[config.mk]
export PLATFORM = sky130hd
export DESIGN_NAME = if_fetch_unit
export DESIGN_NICKNAME = d
export VERILOG_FILES = /design/src/rtl/if_fetch_unit.sv
export SDC_FILE = /design/constraint.sdc
export NUM_CORES = 1
export LEC_CHECK = 0
export ABC_AREA = 1
export CORE_ASPECT_RATIO = 0.9
export CORE_MARGIN = 2
export CORE_UTILIZATION = 45
export CTS_CLUSTER_DIAMETER = 30
export DETAILED_ROUTE_END_ITERATION = 10
export GPL_ROUTABILITY_DRIVEN = 0
export PLACE_DENSITY_LB_ADDON = 0.1
export SYNTH_ARGS = -nofsm -noshare
export SYNTH_HDL_FRONTEND = slang
export SYNTH_SLANG_ARGS = --single-unit
[constraint.sdc]
create_clock -name clk -period 1.85 [get_ports clk]
set_input_delay 0.37 -clock clk [delete_from_list [all_inputs] [get_ports clk]]
set_output_delay 0.37 -clock clk [all_outputs]
set_load 0.02 [all_outputs]
[src/rtl/if_fetch_unit.sv]
// Instruction-fetch stage of the 32-bit MIPS pipeline.
// Owns the PC and keeps at most one instruction-memory request in flight
// (req/gnt/rvalid). It feeds the IF/ID register with fetched words or NOP
// bubbles. Stalled words are parked in hold_buf. After a redirect, a fetch
// that is still in flight is drained in DROP and its word is thrown away.
module if_fetch_unit #(
   parameter logic [31:0] RESET_PC = 32'h0040_0000
) (
   input  logic        clk,
   input  logic        reset_n_in,
   input  logic        stall_in,
   input  logic        redirect_in,
   input  logic [31:0] redirect_pc_in,
   output logic        imem_req_out,
   output logic [31:0] imem_addr_out,
   input  logic        imem_gnt_in,
   input  logic        imem_rvalid_in,
   input  logic [31:0] imem_rdata_in,
   output logic [31:0] ifid_ins_out,
   output logic [31:0] ifid_pc_out,
   output logic        ifid_write_out,
   output logic        ifid_flush_out
);

   typedef enum logic [2:0] {
      IDLE = 3'd0,
      REQ  = 3'd1,
      WAIT = 3'd2,
      HOLD = 3'd3,
      DROP = 3'd4
   } state_t;

   state_t      state;
   state_t      state_next;
   logic [31:0] pc;
   logic [31:0] hold_buf;
   logic [31:0] pc_plus4;
   logic        deliver;   // a word enters IF/ID this cycle, so the PC advances
   logic        capture;   // the returning word arrives during a stall and is parked

   // Wraps modulo 2^32, so 32'hFFFF_FFFC + 4 gives 0.
   assign pc_plus4      = pc + 32'd4;
   assign imem_addr_out = {pc[31:2], 2'b00};

   // State register.
   always_ff @(posedge clk or negedge reset_n_in) begin
      if (!reset_n_in) begin
         state <= IDLE;
      end else begin
         state <= state_next;
      end
   end

   // Next-state logic. A redirect takes priority over everything else. It
   // drains a fetch that is still in flight before a new request goes out.
   always_comb begin
      state_next = state;
      if (redirect_in) begin
         if ((state == WAIT || state == DROP) && !imem_rvalid_in) begin
            state_next = DROP;
         end else begin
            state_next = REQ;
         end
      end else begin
         case (state)
            IDLE: state_next = REQ;
            REQ:  if (imem_gnt_in) state_next = WAIT;
            WAIT: if (imem_rvalid_in) state_next = stall_in ? HOLD : REQ;
            HOLD: if (!stall_in) state_next = REQ;
            DROP: if (imem_rvalid_in) state_next = REQ;
            default: state_next = IDLE;
         endcase
      end
   end

   // Output logic. Bubbles write a NOP unless the hazard unit is stalling.
   // While reset is held, all outputs are forced to their quiet values.
   always_comb begin
      imem_req_out   = 1'b0;
      ifid_write_out = 1'b0;
      ifid_flush_out = 1'b0;
      ifid_ins_out   = 32'h0;
      ifid_pc_out    = pc_plus4;
      deliver        = 1'b0;
      capture        = 1'b0;
      if (reset_n_in) begin
         ifid_flush_out = redirect_in;
         imem_req_out   = (state == REQ) && !redirect_in;
         if (!redirect_in) begin
            case (state)
               IDLE: ifid_write_out = 1'b0;
               REQ, DROP: ifid_write_out = !stall_in;
               WAIT: begin
                  if (imem_rvalid_in) begin
                     if (!stall_in) begin
                        ifid_write_out = 1'b1;
                        ifid_ins_out   = imem_rdata_in;
                        deliver        = 1'b1;
                     end else begin
                        capture = 1'b1;
                     end
                  end else begin
                     ifid_write_out = !stall_in;
                  end
               end
               HOLD: begin
                  ifid_ins_out = hold_buf;
                  if (!stall_in) begin
                     ifid_write_out = 1'b1;
                     deliver        = 1'b1;
                  end
               end
               default: ifid_write_out = 1'b0;
            endcase
         end
      end
   end

   // PC and hold buffer. A redirect loads the word-aligned target and drops
   // any parked word.
   always_ff @(posedge clk or negedge reset_n_in) begin
      if (!reset_n_in) begin
         pc       <= RESET_PC;
         hold_buf <= 32'h0;
      end else if (redirect_in) begin
         pc       <= redirect_pc_in & ~32'd3;
         hold_buf <= 32'h0;
      end else begin
         if (deliver) pc <= pc_plus4;
         if (capture) hold_buf <= imem_rdata_in;
      end
   end

endmodule

==> summary.md <==
| Metric | Value |
|---|---|
| Status | finished with violations |
| Failing checks | setup timing |
| CP required | about 1.5 ns |
| Comb pwr share | 0.468 |
| Area Growth Syn to Fin | 74.4% |
| RSZ-0062 raised after global routing | true |
| Final period utilization | 1.19 |
| Wire length per cell | between 15 and 20 um |
| Top cell type by total area after synthesis | dfrtp_1 |
| Adder-cell share of the synthesized area | 0.00291 |
| GRT overflow | 0 |
| Compound-cell area share of the yosys netlist | 0.120 |
| Worst-Skew Late Latency | 0.35 ns |
| Arr. time, crit path | ~1.8 ns |
| Final wirelength | 16.4 mm |
| Slew @ Worst Pin | 0.514 ns |
| Detailed Place HPWL | ~10 mm |
| CTS tree | built |
| CTS H-tree depth | 3 |
| Worst IR Drop VDD | about 0.47 mV |
| Avg Cell Area, Syn | a little under 7 sq um |
| Buf+Inv Stages, Crit Path | 1 |
| Ys flop type | dfrtp_1 |
| Worst stage delay on the critical path | 0.41 ns |
| Die Height | 96.8 um |
| Drt drc | 0 |
| DRT Pass-1 Iters | 5 |
| Total GRT Usage | 0.296 |
| CTS Root Cell | clkbuf_8 |
| Netlist cell types | 35 |
| Vias per cell | 5.33 |
| Top cell type's share of synthesized area | 0.372 |
| CTS Buffer Depth | 2 |
| Setup ws final | -0.350 ns |
| Relative slew slack | 0.657 |
| CP max FO | 5 |
| Vias in the first global route | 5,034 |
| Row count | 33 |
| Post-Synth Simple-Gate Area | 0.354 |
| #FFs+latches synth | 65 |
| Main combinational cell family by area after synthesis | simple AND/OR/NAND/NOR gates |
| Max Clk Rate | between 400 and 500 MHz |
| Min Clock Period, post-route | around 2.2 ns |
| Die width | 107 um |
| Initial Utilization | 0.467 |
| Initial antenna violation count | 0 |
| Final slew viol count | 0 |
| Synth top cells by count | 187 x nand2_1, 74 x inv_1, 72 x nand3_1 |
| Net Sw Frac | 0.372 |
| Post-place instance area | 6620 sq um |
| Pwr dens | 832 nW/um^2 |
| Mapped Area | between 4000 and 5000 sq um |
| Nets | 941 |
| Post-synthesis mux area share | 0 |
| Lkg Pwr | between 3 and 4 nW |
| Reg2reg path depth | 10 |
| Worst Setup End Kind | primary output |
| # fillers | 589 |
| Xor and xnor area share after synthesis | 0.0323 |
| Mapped Cells | 627 |
| N_diodes | 0 |
| Hold Path Class | in -> async |
| 1st-iter DRT viols | 323 |
| Worst-path clk slew | 0.07 ns |
| Max cap viols | 0 |
| Kind of start point of the critical path | flip-flop |
| FF-to-FF Start | state[2]$_DFFE_PN0P_ |
| Crit path max-delay family | simple AND/OR/NAND/NOR gates |
| Clk pwr share | 0.247 |
| CTS Buf Count | 9 |
| Endpoints failing setup | 60 |
| Register area share after synthesis | 0.378 |
| CP Class | reg -> out |
| Worst path slowest cell | dfrtp_1 |
| CP Cell Sequence | nand2_1 -> nor2_2 -> nand2_4 -> nor2_4 -> nand2_1 -> nand2_1 -> nand2_2 -> buf_6 |
| Hold WS | 0.0249 ns |
| Clk_skew | about 0.010 ns |
| Die area | 10,400 sq um |
| Synthesis Warnings | 0 |
| Clk sinks | 65 |
| Buffers on Ports | 162 |
| P_sw | 2.32 mW |
| EDFF count, synth | 0 |
| Layout cell share with drive strength beyond 1 | 0.330 |
| Largest net degree at the start of global routing | 63 |
| Vias | 5,311 |
| First-pass GRT wire length | 24.7 mm |
| Largest cells by area after synthesis | dfrtp_1 37%, nand2_1 16%, nand3_1 8.4%, inv_1 6.5%, nor2_1 5.8% |
| Count leader, synth | nand2_1 |
| Int Pwr | 3.92 mW |
| Worst R2R End | state[1]$_DFFE_PN0P_ |
| Flop pwr share | 0.285 |
| I/O Pins | 169 |
| Reg2Reg Setup Slack | 0.11 ns |
| Final Hold Viols | 0 |
| Core area | between 9000 and 10,000 sq um |
| Final ANT Viol Nets | 0 |
| Post-route cell area | between 7000 and 8000 sq um |
| CP most frequent cell | nand2_1 |
| Synth async-reset ratio | 1.00 |
| Critical Path Source | pc[6]$_DFFE_PN0P_ |
[flip-flops by register name, indices dropped and copies added, names as in the netlist]
name	flops
pc	30
hold_buf	32
state	3
[stage by stage]
stage                     cells  power (mW)   util  TNS, ns  setup slack (ns)
after floorplan             630        2.91      -        0            0.0102
after global placement      959        4.05  0.718   -45.65            -0.715
after detailed placement    959        4.12  0.718   -50.78            -0.816
after CTS                   987        5.87  0.772   -16.69            -0.355
after global routing        997        6.51  0.815   -21.66            -0.436
final                       997        6.24  0.815   -16.95            -0.350
[worst max path at each step]
stage          slack (ns)               to  cells past startpoint
6_report            -0.35  ifid_pc_out[26]                      8
4_1_cts             -0.35  ifid_pc_out[26]                      9
3_5_place_dp        -0.82  ifid_ins_out[4]                      7
2_1_floorplan        0.01  ifid_pc_out[18]                      6
3_3_place_gp        -0.71  ifid_ins_out[4]                      7
5_1_grt             -0.44  ifid_pc_out[26]                      8
[cell type report]
class / instances / area [sq um] / share of cell area
Clock buffer: 10 / 138 / 0.0183
Clock inverter: 6 / 115 / 0.0153
Inverter: 78 / 295 / 0.0393
Multi-Input combinational cell: 453 / 2680 / 0.358
Sequential cell: 65 / 1630 / 0.217
Tap cell: 122 / 153 / 0.0203
Timing Repair Buffer: 263 / 2490 / 0.332
[power groups by stage]
stage               sequential, mW  clock (mW)  combinational (mW)
finish                        1.78        1.54                2.92
global route                  1.80        1.60                3.11
CTS                           1.76        1.55                2.56
detailed placement            1.77           0                2.35
global placement              1.77           0                2.28
floorplan                     1.91           0               0.998
[cell families (layout without fill, tap and decap cells)]
family,count (synthesis),count (layout)
XOR/XNOR,15,15
AND/OR/NAND/NOR,351,351
other,1,4
flip-flops,65,65
buffers and inverters,112,357
adder cells (fa/ha/maj),1,1
AO/OA/AOI/OAI,82,82
[routing by layer]
layer / track usage / routed length (um)
met2: 0.512 / 8310
met5: 0 / 0
met3: 0.0485 / 1120
met4: 0.0979 / 501
met1: 0.374 / 6420
[cells in the final DEF (no fill, tap or decap), types with 20 or more instances in the layout]
cell type,instances
nand3_1,70
a22oi_2,25
buf_4,121
nor2_1,52
inv_1,69
buf_6,31
dfrtp_1,64
clkdlybuf4s50_1,67
nand2_2,20
nand2_1,166
o21ai_0,36
[repair_timing]
item | CTS | global route
cloned | 2 | 3
hold buffers | 1 | 0
gates resized for setup | 407 | 78
setup endpoints to repair | 78 | 75
pin swaps | 42 | 51
buffers inserted | 9 | 12
endpoints found under the hold margin | 2 | 0
Power figures use the tool's default switching activity.
